[src/rtl/sbox_preprocess_stream.sv]
// Stream front end for a composite-field AES S-box.
// Each accepted 32-bit word is mapped lane by lane into the composite-field
// basis (through the inverse affine step first when decrypting) and queued in
// a small FIFO together with its mode bit and a block-last marker.
module sbox_preprocess_stream #(
  parameter int FIFO_DEPTH = 2
) (
  input  logic        clk,
  input  logic        rst_n,
  input  logic        in_valid,
  output logic        in_ready,
  input  logic [31:0] in_data,
  input  logic        in_encrypt,
  output logic        out_valid,
  input  logic        out_ready,
  output logic [31:0] out_data,
  output logic        out_encrypt,
  output logic        out_last,
  input  logic        err_clr,
  output logic        mode_err
);

  localparam int AW = $clog2(FIFO_DEPTH);
  localparam int CW = AW + 1;
  localparam logic [CW-1:0] DEPTH_C = CW'(FIFO_DEPTH);

  // Polynomial basis to composite-field basis; the inverse of delta_inv
  function automatic logic [7:0] delta(input logic [7:0] x);
    logic [7:0] d;
    d[7] = x[7] ^ x[5];
    d[6] = x[7] ^ x[6] ^ x[4] ^ x[3] ^ x[2] ^ x[1];
    d[5] = x[7] ^ x[5] ^ x[3] ^ x[2];
    d[4] = x[7] ^ x[5] ^ x[3] ^ x[2] ^ x[1];
    d[3] = x[7] ^ x[6] ^ x[2] ^ x[1];
    d[2] = x[7] ^ x[4] ^ x[3] ^ x[2] ^ x[1];
    d[1] = x[6] ^ x[4] ^ x[1];
    d[0] = x[6] ^ x[1] ^ x[0];
    return d;
  endfunction

  // Inverse AES affine transform: rotations 2, 5 and 7 plus constant 0x05
  function automatic logic [7:0] invAff(input logic [7:0] x);
    logic [7:0] y;
    y[0] = x[2] ^ x[5] ^ x[7];
    y[1] = x[3] ^ x[6] ^ x[0];
    y[2] = x[4] ^ x[7] ^ x[1];
    y[3] = x[5] ^ x[0] ^ x[2];
    y[4] = x[6] ^ x[1] ^ x[3];
    y[5] = x[7] ^ x[2] ^ x[4];
    y[6] = x[0] ^ x[3] ^ x[5];
    y[7] = x[1] ^ x[4] ^ x[6];
    return y ^ 8'h05;
  endfunction

  function automatic logic [7:0] mapLane(input logic [7:0] x, input logic enc);
    return enc ? delta(x) : delta(invAff(x));
  endfunction

  logic [31:0]   dataMem_q [FIFO_DEPTH];
  logic          encMem_q  [FIFO_DEPTH];
  logic          lastMem_q [FIFO_DEPTH];
  logic [CW-1:0] count_q, count_d;
  logic [AW-1:0] wrPtr_q, wrPtr_d;
  logic [AW-1:0] rdPtr_q, rdPtr_d;
  logic [1:0]    widx_q, widx_d;
  logic          mode_q, mode_d;
  logic          modeErr_q, modeErr_d;

  logic          push;
  logic          pop;
  logic          violation;
  logic [31:0]   mappedWord;

  // Handshake: ready is held low throughout reset, otherwise only space matters
  always_comb begin
    in_ready    = rst_n && (count_q < DEPTH_C);
    out_valid   = (count_q != '0);
    push        = in_valid && in_ready;
    pop         = out_valid && out_ready;
    out_data    = out_valid ? dataMem_q[rdPtr_q] : 32'h0;
    out_encrypt = out_valid ? encMem_q[rdPtr_q] : 1'b0;
    out_last    = out_valid ? lastMem_q[rdPtr_q] : 1'b0;
    mode_err    = modeErr_q;
  end

  // Lane mapping of the incoming word, each lane using the word's own mode bit
  always_comb begin
    mappedWord = 32'h0;
    for (int i = 0; i < 4; i++) begin
      mappedWord[8*i +: 8] = mapLane(in_data[8*i +: 8], in_encrypt);
    end
  end

  // Next-state for occupancy, pointers, block framing and mode checking
  always_comb begin
    count_d   = count_q;
    wrPtr_d   = wrPtr_q;
    rdPtr_d   = rdPtr_q;
    widx_d    = widx_q;
    mode_d    = mode_q;
    violation = 1'b0;
    modeErr_d = modeErr_q;

    case ({push, pop})
      2'b10:   count_d = count_q + CW'(1);
      2'b01:   count_d = count_q - CW'(1);
      default: count_d = count_q;
    endcase

    if (push) begin
      wrPtr_d = wrPtr_q + AW'(1);
      widx_d  = widx_q + 2'd1;
      if (widx_q == 2'd0) begin
        mode_d = in_encrypt;
      end else if (in_encrypt != mode_q) begin
        violation = 1'b1;
      end
    end

    if (pop) begin
      rdPtr_d = rdPtr_q + AW'(1);
    end

    if (violation) begin
      modeErr_d = 1'b1;
    end else if (err_clr) begin
      modeErr_d = 1'b0;
    end
  end

  // Control state registers
  always_ff @(posedge clk or negedge rst_n) begin
    if (!rst_n) begin
      count_q   <= '0;
      wrPtr_q   <= '0;
      rdPtr_q   <= '0;
      widx_q    <= 2'd0;
      mode_q    <= 1'b0;
      modeErr_q <= 1'b0;
    end else begin
      count_q   <= count_d;
      wrPtr_q   <= wrPtr_d;
      rdPtr_q   <= rdPtr_d;
      widx_q    <= widx_d;
      mode_q    <= mode_d;
      modeErr_q <= modeErr_d;
    end
  end

  // FIFO storage; cleared on reset so nothing stale survives a restart
  always_ff @(posedge clk or negedge rst_n) begin
    if (!rst_n) begin
      for (int i = 0; i < FIFO_DEPTH; i++) begin
        dataMem_q[i] <= 32'h0;
        encMem_q[i]  <= 1'b0;
        lastMem_q[i] <= 1'b0;
      end
    end else if (push) begin
      dataMem_q[wrPtr_q] <= mappedWord;
      encMem_q[wrPtr_q]  <= in_encrypt;
      lastMem_q[wrPtr_q] <= (widx_q == 2'd3);
    end
  end

endmodule

[config.mk]
export PLATFORM = sky130hd
export DESIGN_NAME = sbox_preprocess_stream
export DESIGN_NICKNAME = d
export VERILOG_FILES = /design/src/rtl/sbox_preprocess_stream.sv
export SDC_FILE = /design/constraint.sdc
export NUM_CORES = 1
export LEC_CHECK = 0
export ABC_AREA = 0
export CAP_MARGIN = 40
export CORE_MARGIN = 1
export CORE_UTILIZATION = 48
export DETAILED_ROUTE_END_ITERATION = 10
export HOLD_SLACK_MARGIN = 0.12
export PLACE_DENSITY = 0.73
export SLEW_MARGIN = 20
export SYNTH_ARGS = -nofsm -noshare
export SYNTH_HDL_FRONTEND = slang
export SYNTH_SLANG_ARGS = --single-unit
export TNS_END_PERCENT = 1
[constraint.sdc]
create_clock -name clk -period 2.2 [get_ports clk]
set_clock_uncertainty 0.2 [all_clocks]
set_input_delay 0.44 -clock clk [delete_from_list [all_inputs] [get_ports clk]]
set_output_delay 0.44 -clock clk [all_outputs]
set_load 0.02 [all_outputs]
==> impl_metrics.ini <==
[route]
ant_nets = 0
route.detailed.wl_per_inst_um = 14.3
drtPass1Iterations = 4
vias = 3452
drc = 0
drt_iter0_markers = 107
routed_via_density = 4.97
wl_um = 9970

[timing]
setup_ws_ns = -0.0583
period_share_pct = 103
worst_pin_slew_ns = 0.364
maxSlewViolCount = 0
max_slew_margin_pct = 75.6
rsz0062_at_grt = yes
hold_viol_final = 0
setup_viol = 7
timing.fmax_ghz = 0.443
period_minus_slack_ns = 2.26

[clocking]
cts_tree = built
clkTransAtPathRegs_ns = 0.08
cts-root-buf = clkbuf_8
htreeDepth = 3
cts.path.max_buffers = 2
numCtsBuffers = 9
cts_sinks = 76
clk_latency_ns = 0.34

[power]
ir_worst_vdd_mv = 0.528
p_leak_nw = 2.99
totalPowerFinal_mw = 7.20
powerDensity_nw_per_um2 = 1210

[finish]
diodes = 0
multi_input_comb_area_um2 = 2530
fillCellCount = 789
final_net_count = 605
syn_to_final_growth_pct = 29.0
drive_gt1_share_pct = 20.8
seqCellArea_um2 = 1910

[synth]
synth_top_cell_area_share_pct = 41.3
synthMuxAreaShare_pct = 13.5
netlist_area_um2 = 4610
synth-async-reset-ratio_pct = 100
yosys.area.top_type = dfrtp_1
synth_area_leaders = dfrtp_1, mux2i_1, xnor2_1
synth_compound_area_share_pct = 8.01
synth-main-ff-cell = dfrtp_1
synth.most_common_cell = nand2_1
ys_warn_count = 0
synth_edf_count = 0
synthTopCellsByCount = nand2_1, dfrtp_1, mux2i_1, o21ai_1, nor2_1
synthCells = 465
synth_fp_nets = 506
synth_top_family_by_area = XOR/XNOR gates
synth_fa_ha_area_share_pct = 0.815
ys_seq_area_share_pct = 41.3
synth_cell_types = 24
synth-simple-area-share_pct = 10.2
synth_xor_area_share_pct = 21.6
synth.avg_cell_area_um2 = 9.91
ys_ff_latch = 76

[floorplanning]
rows = 35
die_height_um = 100
ios = 75
coreArea_um2 = 9280
die_area_um2 = 10000
start_util_pct = 49.6
die-width_um = 100

[worst_hold_path]
hold_class = in2async

[placement]
dp_hpwl_um = 7130
place_congestion = 0.849
port_buffers = 74
post-place-ws_ns = -0.158

[global_route]
grt_pass1_wl_um = 16300
grt_max_degree = 62
track_usage_pct = 21.0
overflow = 0
antenna_found_initial = 0
grt_pass1_vias = 3465

[worst_setup_path]
crit_type = reg2out
critPathCaptureType = output pin
crit_arrival_ns = 1.62
startpoint = rdPtr_q
required_ns = 1.56
crit_path_start_kind = flop
crit-reg2reg-launch = count_q[1]
crit_path_max_fanout = 6

[run_status]
violations = setup timing
status = complete, but fails checks

[job]
drv_cap = 0
logic make-up (layout without fill, tap and decap cells):
logic type / Yosys count / after routing
XOR/XNOR: 81 / 81
adder cells (fa/ha/maj): 3 / 3
buffers and inverters: 48 / 149
flip-flops: 76 / 76
AO/OA/AOI/OAI: 73 / 73
multiplexers: 62 / 62
AND/OR/NAND/NOR: 122 / 122
sequential cells by signal, indices dropped and copies added, names as in the netlist, 2 cells and up:
register and cells:
count_q 2, widx_q 2, dataMem_q 64, encMem_q 2, lastMem_q 2
per-layer routing:
layer	vias to the layer above	GRT usage, %	share of wire [%]
met5	-	0	0
met4	0	7.13	1.3
met3	10	3.06	4.3
met2	78	36.6	50
met1	1644	26.8	45
li1	1720	-	-
power by group:
| group | switching (mW) | internal, mW | leakage [nW] |
|---|---|---|---|
| sequential | 0.406 | 2.05 | 0.946 |
| clock | 0.481 | 0.422 | 0.0811 |
| combinational | 2.06 | 1.78 | 1.96 |
| total | 2.94 | 4.26 | 2.99 |
per-stage QoR:
stage               TNS (ns)  util, %  instances  hold WS, ns  cell area, um2
floorplan                  0        -        465      -0.0556            4610
global placement      -0.582     62.1        674       0.0431            5760
detailed placement     -1.48     62.4        675       0.0438            5790
CTS                   -0.333     64.2        689        0.271            5960
global route           -1.16     64.0        695        0.275            5950
finish                -0.204     64.0        695        0.283            5950
cells in the final DEF (no fill, tap or decap), drive strengths merged:
cell type and instances:
nand2 78, dfrtp 76, o21ai 69, buf 69
mux2i 59, nor2 40, xnor2 37, clkdlybuf4s50 36
clkbuf 29, xor2 24, xnor3 14, inv 9
xor3 6, a21oi 3, mux2 3, ha 3
clkinv 2, clkdlybuf4s15 2, and2 1, nor2b 1
and3b 1, nand2b 1, o32ai 1, dlygate4sd3 1
dlymetal6s2s 1
worst max-delay path: stages, from the launching register on:
cell and delay [ns]:
dfrtp_2 0.54, clkbuf_16 0.21, mux2i_1 0.21, nor2_1 0.06, clkdlybuf4s15_2 0.25
path summary, 6_finish.rpt:
kind	cells after the start	slack, ns	end
worst max-delay path	4	-0.06	out_data[13]
worst min-delay path	2	0.28	count_q[0]
worst max register to register	7	0.27	count_q[1]
worst min register to register	2	0.28	dataMem_q[60]
max in group asynchronous	4	0.67	widx_q[0]
min in group clk	2	0.28	dataMem_q[60]
timing repair:
item / CTS / global route
cloned: 0 / 2
endpoints found under the setup margin: 35 / 35
gates resized for setup: 72 / 65
buffers inserted: 0 / 4
hold endpoints to repair: 15 / 0
hold buffers: 1 / 0
pin swaps: 0 / 0
final cells by class:
type,count,area share [%]
clock buffers,11,2.38
clock inverters,2,0.231
inverters,9,0.568
multi-input cells,341,42.6
flip-flops and latches,76,32.0
well taps,129,2.71
repair buffers,127,19.5
Power figures use the tool's default switching activity.
